`config.mk`:
```
export PLATFORM = sky130hd
export DESIGN_NAME = wt_duo_cache_switch_ctrl
export DESIGN_NICKNAME = d
export VERILOG_FILES = /design/src/rtl/wt_duo_cache_pkg.sv /design/src/rtl/wt_duo_cache_switch_ctrl.sv
export SDC_FILE = /design/constraint.sdc
export NUM_CORES = 1
export LEC_CHECK = 0
export BUFFER_PORTS_ARGS = -buffer_cell sky130_fd_sc_hd__buf_2
export CELL_PAD_IN_SITES_DETAIL_PLACEMENT = 0
export CELL_PAD_IN_SITES_GLOBAL_PLACEMENT = 1
export CORE_AREA = 2 2 68 70
export CTS_CLUSTER_DIAMETER = 30
export DETAILED_ROUTE_END_ITERATION = 16
export DIE_AREA = 0 0 70 72
export MAX_ROUTING_LAYER = met4
export PLACE_DENSITY_LB_ADDON = 0.3
export SLEW_MARGIN = 10
export SYNTH_ARGS = -nofsm -noshare
export SYNTH_HDL_FRONTEND = slang
export SYNTH_SLANG_ARGS = --single-unit
```
`constraint.sdc`:
```
create_clock -name clk_i -period 4.3 [get_ports clk_i]
set_input_delay 0.215 -clock clk_i [delete_from_list [all_inputs] [get_ports clk_i]]
set_output_delay 0.215 -clock clk_i [all_outputs]
set_load 0.05 [all_outputs]
```
`src/rtl/wt_duo_cache_pkg.sv`:
```
// Shared types and helpers for the dual WT / WT_CLN cache domain-switch logic.
package wt_duo_cache_pkg;

  typedef logic [1:0] priv_lvl_t;

  localparam priv_lvl_t PRIV_LVL_U = 2'b00;
  localparam priv_lvl_t PRIV_LVL_S = 2'b01;
  localparam priv_lvl_t PRIV_LVL_M = 2'b11;

  localparam int unsigned DefaultDrainTimeout = 1024;

  typedef enum logic [1:0] {
    StIdle,
    StDrain,
    StFlush,
    StSwitch
  } switch_state_e;

  // M-mode traffic uses one cache flavour, every other level shares the other.
  function automatic logic is_m_domain(priv_lvl_t p);
    return p == PRIV_LVL_M;
  endfunction

endpackage

```
`src/rtl/wt_duo_cache_switch_ctrl.sv`:
```
// Sequences M <-> non-M cache domain changes: stall, drain write buffer, optional
// dcache flush, then switch the cache-facing privilege level.
module wt_duo_cache_switch_ctrl
  import wt_duo_cache_pkg::*;
#(
  parameter bit          FlushOnSwitch = 1'b1,
  parameter int unsigned DrainTimeout  = DefaultDrainTimeout,
  parameter int unsigned CntWidth      = 16
) (
  input  logic                clk_i,
  input  logic                rst_ni,
  input  logic [1:0]          priv_lvl_i,
  input  logic                wbuffer_empty_i,
  input  logic                dcache_flush_ack_i,
  input  logic                flush_req_i,
  output logic                flush_ack_o,
  output logic                dcache_flush_o,
  output logic [1:0]          cache_priv_lvl_o,
  output logic                switch_stall_o,
  output logic                timeout_err_o,
  output logic [CntWidth-1:0] switch_cnt_o
);

  localparam int unsigned TmoW = (DrainTimeout == 0) ? 1 : $clog2(DrainTimeout + 1);
  localparam logic [TmoW-1:0] TmoLast = TmoW'((DrainTimeout == 0) ? 0 : DrainTimeout - 1);

  switch_state_e       state_q, state_d;
  priv_lvl_t           cache_priv_q, cache_priv_d;
  priv_lvl_t           tgt_q, tgt_d;
  logic [CntWidth-1:0] cnt_q, cnt_d;
  logic [TmoW-1:0]     tmo_q, tmo_d;

  logic mism;
  logic tmo_fire;

  assign mism     = is_m_domain(priv_lvl_i) != is_m_domain(cache_priv_q);
  assign tmo_fire = (DrainTimeout != 0) && !wbuffer_empty_i && (tmo_q == TmoLast);

  always_comb begin
    state_d        = state_q;
    cache_priv_d   = cache_priv_q;
    tgt_d          = tgt_q;
    cnt_d          = cnt_q;
    tmo_d          = '0;
    switch_stall_o = 1'b0;
    dcache_flush_o = 1'b0;
    flush_ack_o    = 1'b0;
    timeout_err_o  = 1'b0;

    unique case (state_q)
      StIdle: begin
        switch_stall_o = mism;
        dcache_flush_o = flush_req_i;
        flush_ack_o    = dcache_flush_ack_i;
        if (!mism) begin
          cache_priv_d = priv_lvl_i;
        end else if (!flush_req_i) begin
          // A controller flush in flight finishes before the switch starts.
          tgt_d   = priv_lvl_i;
          state_d = StDrain;
        end
      end
      StDrain: begin
        switch_stall_o = 1'b1;
        timeout_err_o  = tmo_fire;
        tmo_d          = tmo_q + 1'b1;
        if (wbuffer_empty_i || tmo_fire) begin
          tmo_d   = '0;
          state_d = FlushOnSwitch ? StFlush : StSwitch;
        end
      end
      StFlush: begin
        switch_stall_o = 1'b1;
        dcache_flush_o = 1'b1;
        if (dcache_flush_ack_i) begin
          state_d = StSwitch;
        end
      end
      StSwitch: begin
        switch_stall_o = 1'b1;
        cache_priv_d   = tgt_q;
        if (cnt_q != '1) begin
          cnt_d = cnt_q + 1'b1;
        end
        state_d = StIdle;
      end
      default: state_d = StIdle;
    endcase
  end

  always_ff @(posedge clk_i) begin
    if (!rst_ni) begin
      state_q      <= StIdle;
      cache_priv_q <= PRIV_LVL_M;
      tgt_q        <= PRIV_LVL_M;
      cnt_q        <= '0;
      tmo_q        <= '0;
    end else begin
      state_q      <= state_d;
      cache_priv_q <= cache_priv_d;
      tgt_q        <= tgt_d;
      cnt_q        <= cnt_d;
      tmo_q        <= tmo_d;
    end
  end

  assign cache_priv_lvl_o = cache_priv_q;
  assign switch_cnt_o     = cnt_q;

endmodule

```
Yosys cells after proc, flatten, opt, wreduce, memory -nomap -nowiden
Index checks and enable logic that the tools add are counted.

word-level totals
  bits in registers = 33
  input bits = 7
  output and inout port bits = 22
  word-level logic and storage cells = 45

cells by class
  add/sub/neg operators = 2
  equality and inequality tests = 13
  multiplexer cells = 11
  bitwise gates (word level) = 3
  reductions and logical operators = 11

operator list
  kind                     count
  $add A16 B1 Y16 const B  1
  $ne A16 B16 Y1 const B   1
  $add A11 B1 Y11 const B  1
  $eq A11 B10 Y1 const B   1
  $mux W2                  5
  $ne A2 B2 Y1 const B     5
  $eq A2 B2 Y1 const B     4
  $pmux W2 S4              1
  $reduce_or A3 Y1         2
  $pmux W1 S2              2
  $pmux W2 S2              1
  $reduce_and A2 Y1        2
  $reduce_and A4 Y1        1
  $not A1 Y1               3
  $reduce_and A3 Y1        1
  $eq A2 B1 Y1 const B     1
  $logic_not A2 Y1         1
  $mux W1                  2
  $reduce_bool A2 Y1       1
  $logic_and A1 B1 Y1      1
  $logic_not A1 Y1         1
  $logic_or A1 B1 Y1       1
  $ne A1 B1 Y1             1

Longest topological paths before layout
Gate-level depths: netlist of the first run.

  depth in word-level cells = 5
  gate-level depth with buffers = 7
  gate-level depth less buffers = 7

Worst setup path before layout of the first run
Ideal clock, no wire load.

  path kind = register to register
  start = register cnt_q[0], in the netlist switch_cnt_o[0]
  end = register cnt_q[7], in the netlist switch_cnt_o[7]
  setup time = 0.128 ns
  arrival = 2.082 ns
  data required time = 4.172 ns
  setup slack = 2.090 ns
  cell stages (with the launch flop) = 8
  path buffers = 1
  clock period less this slack = 2.210 ns
  path through = dfxtp_1 > ha_1 > and4_1 > or4b_1 > buf_2 > nor3b_1 > xnor2_1 > nor2_1

on the way
  longest elaborated chain between the ends = 2
  elaborated cells on any way between the ends = 3
  classes of those cells = add/sub: 1; eq/ne: 1; reduce/logical: 1

RTL lines
  element                                                  RTL line                         RTL
  start, declared                                          wt_duo_cache_switch_ctrl.sv:30   logic [CntWidth-1:0] cnt_q, cnt_d;
  start signal, assigned                                   wt_duo_cache_switch_ctrl.sv:102  cnt_q <= cnt_d;
  branches (longest 2 deep; another with $add A16 B1 Y16)  -

Parallel ways; which one is timed is not known.
A chain may end at the register's enable or synchronous reset.

Final worst setup path of the first run
Same ends and word-level chain as after synthesis.

==> impl_metrics.csv, run 1 <==
group,metric,value,unit
floorplan,die_area,5040,um2
worst_setup_path,cp_data_arrival_time,2.14,ns
power_and_ir_drop,p_sw_share,35.4,%
power_and_ir_drop,p_int,0.000559,W
placement,hpwl,2500,um
global_route,overflow,0,
power_and_ir_drop,power.net_switching,0.000306,W
placement,io_buffer_count,28,
floorplan,fp.coreArea,4260,um2
yosys,ys.flop_type,"dfxtp_1",
worst_setup_path,cp-startpoint,"switch_cnt_o[0]",
clock_network,cts_htree_levels,2,
sta,grt_setup_unrepaired,"no",
worst_setup_path,cp_max_fo,7,
worst_setup_path,crit_buf_inv,0,
detailed_routing,drt_iter0_markers,33,
clock_network,hold_buffers,0,
power_and_ir_drop,ir_drop,240,uV
cells_and_area,syn_to_final_growth,18.2,%
yosys,synth_common_cells,"dfxtp_1, nor2_1, nand2_1",
worst_setup_path,start_kind,"flip-flop",
detailed_routing,dr.pass1.iters,4,
worst_setup_path,r2r-start,"switch_cnt_o[0]",
floorplan,ioPinCount,29,
worst_setup_path,crit_chain,"ha_1 -> and4_1 -> or4b_1 -> nor3b_1 -> xnor2_1 -> nor2_1",
global_route,grt_first_pass_wirelength,5610,um
worst_setup_path,crit_family,"simple AND/OR/NAND/NOR gates",
floorplan,start_util,37.4,%
yosys,yosys.area_share.adder,5.49,%
detailed_routing,ant_nets,0,
flow_run,maxCapViolations,0,
global_route,first_global_vias,1306,
sta,drv_slew,0,
yosys,synth_top_family_by_area,"simple AND/OR/NAND/NOR gates",
yosys,syn_nets,193,
global_route,grt_use_total,14.2,%
floorplan,die_h,72,um
sta,clock_skew,0.00605,ns
placement,place_congestion,0.809,
run_status,status,"finished clean",
global_route,antenna_found_initial,0,
power_and_ir_drop,cellPowerDensity,459,nW/um2
sta,setup_tns,0,ns
floorplan,rows,24,
worst_setup_path,crit_type,"flip-flop to flip-flop",
worst_setup_path,end_kind,"flip-flop",
clock_network,cts_made_buffers,5,
detailed_routing,remaining_drc_errors,0,
cells_and_area,antenna_cells,0,
yosys,synth-seq-cells,33,
sta,fin_crit,1.99,ns
worst_setup_path,slowest_stage,"or4b_1",
clock_network,clockRootBuffer,"clkbuf_8",
floorplan,die_w,70,um
clock_network,cts_buffer_depth,2,
clock_network,clock_sinks,33,
clock_network,ctsResizeCount,0,
detailed_routing,dr_total_vias,1319,
yosys,async_flop_share,0,%
cells_and_area,drive_gt1_share,19.9,%
sta,finalSetupViolCount,0,
sta,tightest_slew,0.502,ns
power_and_ir_drop,seqPwrFrac,39.7,%
clock_network,insertion_delay,0.28,ns
worst_hold_path,min-delay-start,"priv_lvl_i[0]",
power_and_ir_drop,leakage,0.787,nW
yosys,ys_seq_area_share,41.4,%
yosys,syn_inst,179,
yosys,ys_types,37,
worst_setup_path,r2r_slack,2.31,ns
sta,maxSlewHeadroom,66.5,%
yosys,synth_edf_count,0,
power_and_ir_drop,combPwrFrac,31.3,%
yosys,synth_compound_area_share,7.77,%
sta,hold_violations,0,
placement,postPlaceCellArea,1780,um2
cells_and_area,stdcell_area,1880,um2
sta,fmaxAchievable,502,MHz
yosys,ys_top_cells_by_area,"dfxtp_1, nor2_1, ha_1",
yosys,synth_top_area_share,41.4,%
yosys,synth_largest_area_cell,"dfxtp_1",
global_route,grt_max_degree,17,
yosys,synth.most_common_cell,"dfxtp_1",
worst_setup_path,critPathRequiredTime,4.45,ns
worst_setup_path,cp_slowest_stage_delay,0.58,ns
cells_and_area,nets,224,
yosys,yosys.area_share.simple,27.5,%
yosys,postSynthAreaPerCell,8.91,um2
clock_network,cts_tree,"yes",
yosys,synth_warnings,0,
yosys,synth_xor_area_share,10.4,%
yosys,synthMuxAreaShare,5.18,%
detailed_routing,vias_per_cell,5.02,
sta,fin_crit_sh,46.3,%
power_and_ir_drop,p_clk_share,28.9,%
clock_network,post-cts-setup-buffer-count,0,
detailed_routing,routed_wl,3290,um
worst_hold_path,hp-class,"input pin to flip-flop",
clock_network,path_clk_slew,0.06,ns
detailed_routing,avgRoutedWirePerCell,12.5,um
yosys,synth_area,1590,um2
## registers in the layout, summed over array words and instances, names as in the netlist
name	cells
tgt_q	2
state_q	2
cache_priv_lvl_o	2
tmo_q	11
switch_cnt_o	16
## worst paths after layout
path | to | depth (start not counted)
worst max-delay path | switch_cnt_o[7] | 6
worst min-delay path | tgt_q[0] | 3
worst max register to register | switch_cnt_o[7] | 6
worst min register to register | tmo_q[10] | 2
## logic make-up (layout without fill, tap and decap cells)
| family | Yosys count | after routing |
|---|---|---|
| adder cells (fa/ha/maj) | 7 | 7 |
| AO/OA/AOI/OAI | 16 | 16 |
| flip-flops | 33 | 33 |
| buffers and inverters | 9 | 41 |
| XOR/XNOR | 19 | 19 |
| multiplexers | 8 | 8 |
| AND/OR/NAND/NOR | 87 | 87 |
## cells in the final DEF, fill, tap and decap left out, types with 2 or more instances in the layout
cell	Yosys	final
dfxtp_1	33	33
buf_2	1	28
nor2_1	26	26
nand2_1	22	22
nand3_1	12	12
xor2_1	10	10
xnor2_1	9	9
ha_1	7	7
clkbuf_8	0	7
mux2i_1	6	6
inv_1	5	5
and4_1	5	5
nor3_1	4	4
nand2b_1	3	3
nand4_1	3	3
and3_1	3	3
a21oi_1	3	3
a41oi_1	2	2
o21ai_0	2	2
mux2_2	2	2
a211oi_1	2	2
## stage by stage
stage,std cells,setup slack (ns),power (W),hold WS [ns],utilization (%)
detailed placement,255,2.30,0.000625,0.439,41.8
finish,263,2.31,0.000865,0.181,44.2
CTS,263,2.28,0.000881,0.169,44.2
global route,263,2.13,0.000919,0.200,44.2
global placement,255,2.36,0.000614,0.432,41.8
floorplan,179,2.09,0.000568,0.340,-
## power groups by stage
stage	Clock [W]	Combinational (W)	Sequential, W
final	0.000250	0.000271	0.000344
after floorplan	0	0.000194	0.000374
after CTS	0.000261	0.000276	0.000344
after global routing	0.000276	0.000296	0.000347
after detailed placement	0	0.000274	0.000351
after global placement	0	0.000266	0.000348
## worst register-to-register path: cells and delay by family, from the launching register on
kind	cells	cell delay (ns)
adder cells (fa/ha/maj)	1	0.21
AND/OR/NAND/NOR	4	1.12
XOR/XNOR	1	0.14
flip-flops	1	0.40
## per-layer routing
layer	GRT usage, %	wire length [um]	vias up
met1	16.5	1530	614
li1	-	-	683
met2	23.8	1620	17
met3	3.61	94	5
met4	5.77	42	0
met5	-	0	-
## final cells by class
| cell class | instances | area [um2] |
|---|---|---|
| clock buffers | 7 | 96.3 |
| clock inverters | 1 | 5.00 |
| fillers | 452 | 2380 |
| inverters | 5 | 18.8 |
| multi-input cells | 137 | 898 |
| flip-flops and latches | 33 | 661 |
| well taps | 52 | 65.1 |
| repair buffers | 28 | 140 |
(Power assumes the default switching activity.)
==> run 2, diff against run 1 <==
CORE_AREA = 2 2 69 71   (was 2 2 68 70)
DIE_AREA = 0 0 71 73   (was 0 0 70 72)
clock period = 1.6 ns   (was 4.3 ns; I/O delays follow)
==> impl_metrics.csv, run 2 (synthesized netlist as in run 1, its figures left out) <==
group,metric,value,unit
run_status,status,"finished with violations",
run_status,violations,"negative setup slack",
cells_and_area,ff_latch_area,698,um2
worst_setup_path,start_kind,"flip-flop",
global_route,grt_first_pass_wirelength,6410,um
placement,io_buffer_count,28,
floorplan,start_util,35.1,%
power_and_ir_drop,cellPowerDensity,1000,nW/um2
floorplan,rows,25,
global_route,gr-usage-met2,25.6,%
detailed_routing,dr_total_vias,1530,
global_route,overflow,0,
cells_and_area,largest_reg_flops,16,
cells_and_area,nets,274,
global_route,grt_max_degree,13,
placement,hpwl,2830,um
global_route,grt_use_total,16.2,%
sta,maxSlewHeadroom,77.8,%
floorplan,fp.coreArea,4540,um2
clock_network,hold_buffers,0,
global_route,first_global_vias,1430,
flow_run,maxCapViolations,0,
clock_network,cts_tree,"yes",
sta,fin_crit,1.69,ns
clock_network,cts_buffer_depth,2,
power_and_ir_drop,leakage,1.05,nW
detailed_routing,routed_wl,3890,um
cells_and_area,multi_input_comb_area,1030,um2
detailed_routing,vias_per_cell,4.86,
worst_setup_path,end_kind,"flip-flop",
clock_network,cts_htree_levels,2,
floorplan,die_area,5180,um2
global_route,antenna_found_initial,0,
cells_and_area,antenna_cells,0,
detailed_routing,drt_iter0_markers,49,
clock_network,insertion_delay,0.28,ns
clock_network,clockRootBuffer,"clkbuf_8",
floorplan,die_h,73,um
clock_network,cts_made_buffers,5,
sta,fmaxAchievable,592,MHz
clock_network,clock_sinks,33,
worst_setup_path,cp_data_arrival_time,1.90,ns
worst_hold_path,hp-class,"input pin to flip-flop",
cells_and_area,final_common_cell,"buf_4",
detailed_routing,remaining_drc_errors,0,
global_route,busiest_layer,"met2",
cells_and_area,stdcell_count,315,
detailed_routing,dr.pass1.iters,4,
placement,placed_cells,304,
worst_setup_path,crit_type,"flip-flop to flip-flop",
worst_setup_path,cp_max_fo,7,
sta,clock_skew,0.00641,ns
floorplan,die_w,71,um
cells_and_area,drive_gt1_share,50.2,%
sta,tightest_slew,0.330,ns
cells_and_area,nFillCells,440,
global_route,use_met1,20.1,%
sta,finalSetupViolCount,8,
clock_network,path_clk_slew,0.07,ns
cells_and_area,final_cell_mix,"buf_4, buf_2, nor2_1, nand2_1, dfxtp_2",
detailed_routing,avgRoutedWirePerCell,12.3,um
cells_and_area,syn_to_final_growth,51.9,%
sta,layout_setup_ws,-0.0894,ns
worst_setup_path,critPathRequiredTime,1.81,ns
placement,pre_cts_ws,-0.194,ns
floorplan,ioPinCount,29,
sta,hold_ws,0.0518,ns
sta,grt_setup_unrepaired,"yes",
power_and_ir_drop,ir_drop,684,uV
detailed_routing,ant_nets,0,
sta,setup_tns,-0.410,ns
sta,hold_violations,0,
placement,place_congestion,0.834,
global_route,use_met3,3.31,%
sta,drv_slew,0,
sta,fin_crit_sh,106,%
-- run 2: cell types whose count changed in the layout (fill, tap and decap cells not counted), moves of 3 or more --
cell     before  now
buf_4         0   49
dfxtp_1      33   11
dfxtp_2       0   18
dfxtp_4       0    4
ha_1          7    3
ha_4          0    3
-- run 2: metal layers --
layer / vias to the layer above / wire length (um)
met1: 711 / 1800
met5: - / 0
met2: 24 / 1910
met4: 0 / 59
met3: 4 / 120
li1: 791 / -
-- run 2: path summary, 6_finish.rpt --
kind / from / endpoint / slack [ns] / cells after the start
setup / recovery: switch_cnt_o[1] / switch_cnt_o[7] / -0.09 / 6
hold / removal: priv_lvl_i[0] / tgt_q[0] / 0.05 / 3
setup reg to reg: switch_cnt_o[1] / switch_cnt_o[7] / -0.09 / 6
hold reg to reg: tgt_q[0] / tgt_q[0] / 0.48 / 2
-- run 2: timing repair --
action,in CTS,in global routing
resized for setup,10,17
endpoints found under the setup margin,11,25
buffers inserted,1,2
endpoints found under the hold margin,0,0
pin swaps,5,5
-- run 2: stage by stage --
stage	total power, W	utilization, %	cell area, um2
final	0.00243	53.4	2420
after global routing	0.00259	53.4	2420
after global placement	0.00180	48.4	2200
after CTS	0.00241	51.2	2320
after floorplan	0.00153	-	1650
after detailed placement	0.00180	48.4	2200
-- run 2: power by group --
part	leakage (nW)	internal, W	switching (W)
registers	0.277	0.000885	0.0000442
clock network	0.0450	0.000301	0.000297
logic	0.727	0.000372	0.000532
-- run 2: layout make-up --
class | instances | area share (%)
clock buffer | 6 | 3.00
clock inverter | 2 | 0.413
sequential | 33 | 28.8
timing repair buffer | 78 | 21.7
inverter | 5 | 0.775
tap | 54 | 2.79
multi-input combinational | 137 | 42.5
-- run 2: worst max-delay path, stage by stage (launching register included) --
cell and delay [ns]:
dfxtp_4 0.36, ha_4 0.13, and4_4 0.20, or4b_4 0.52, nor3b_4 0.19, xnor2_2 0.12
nor2_1 0.10
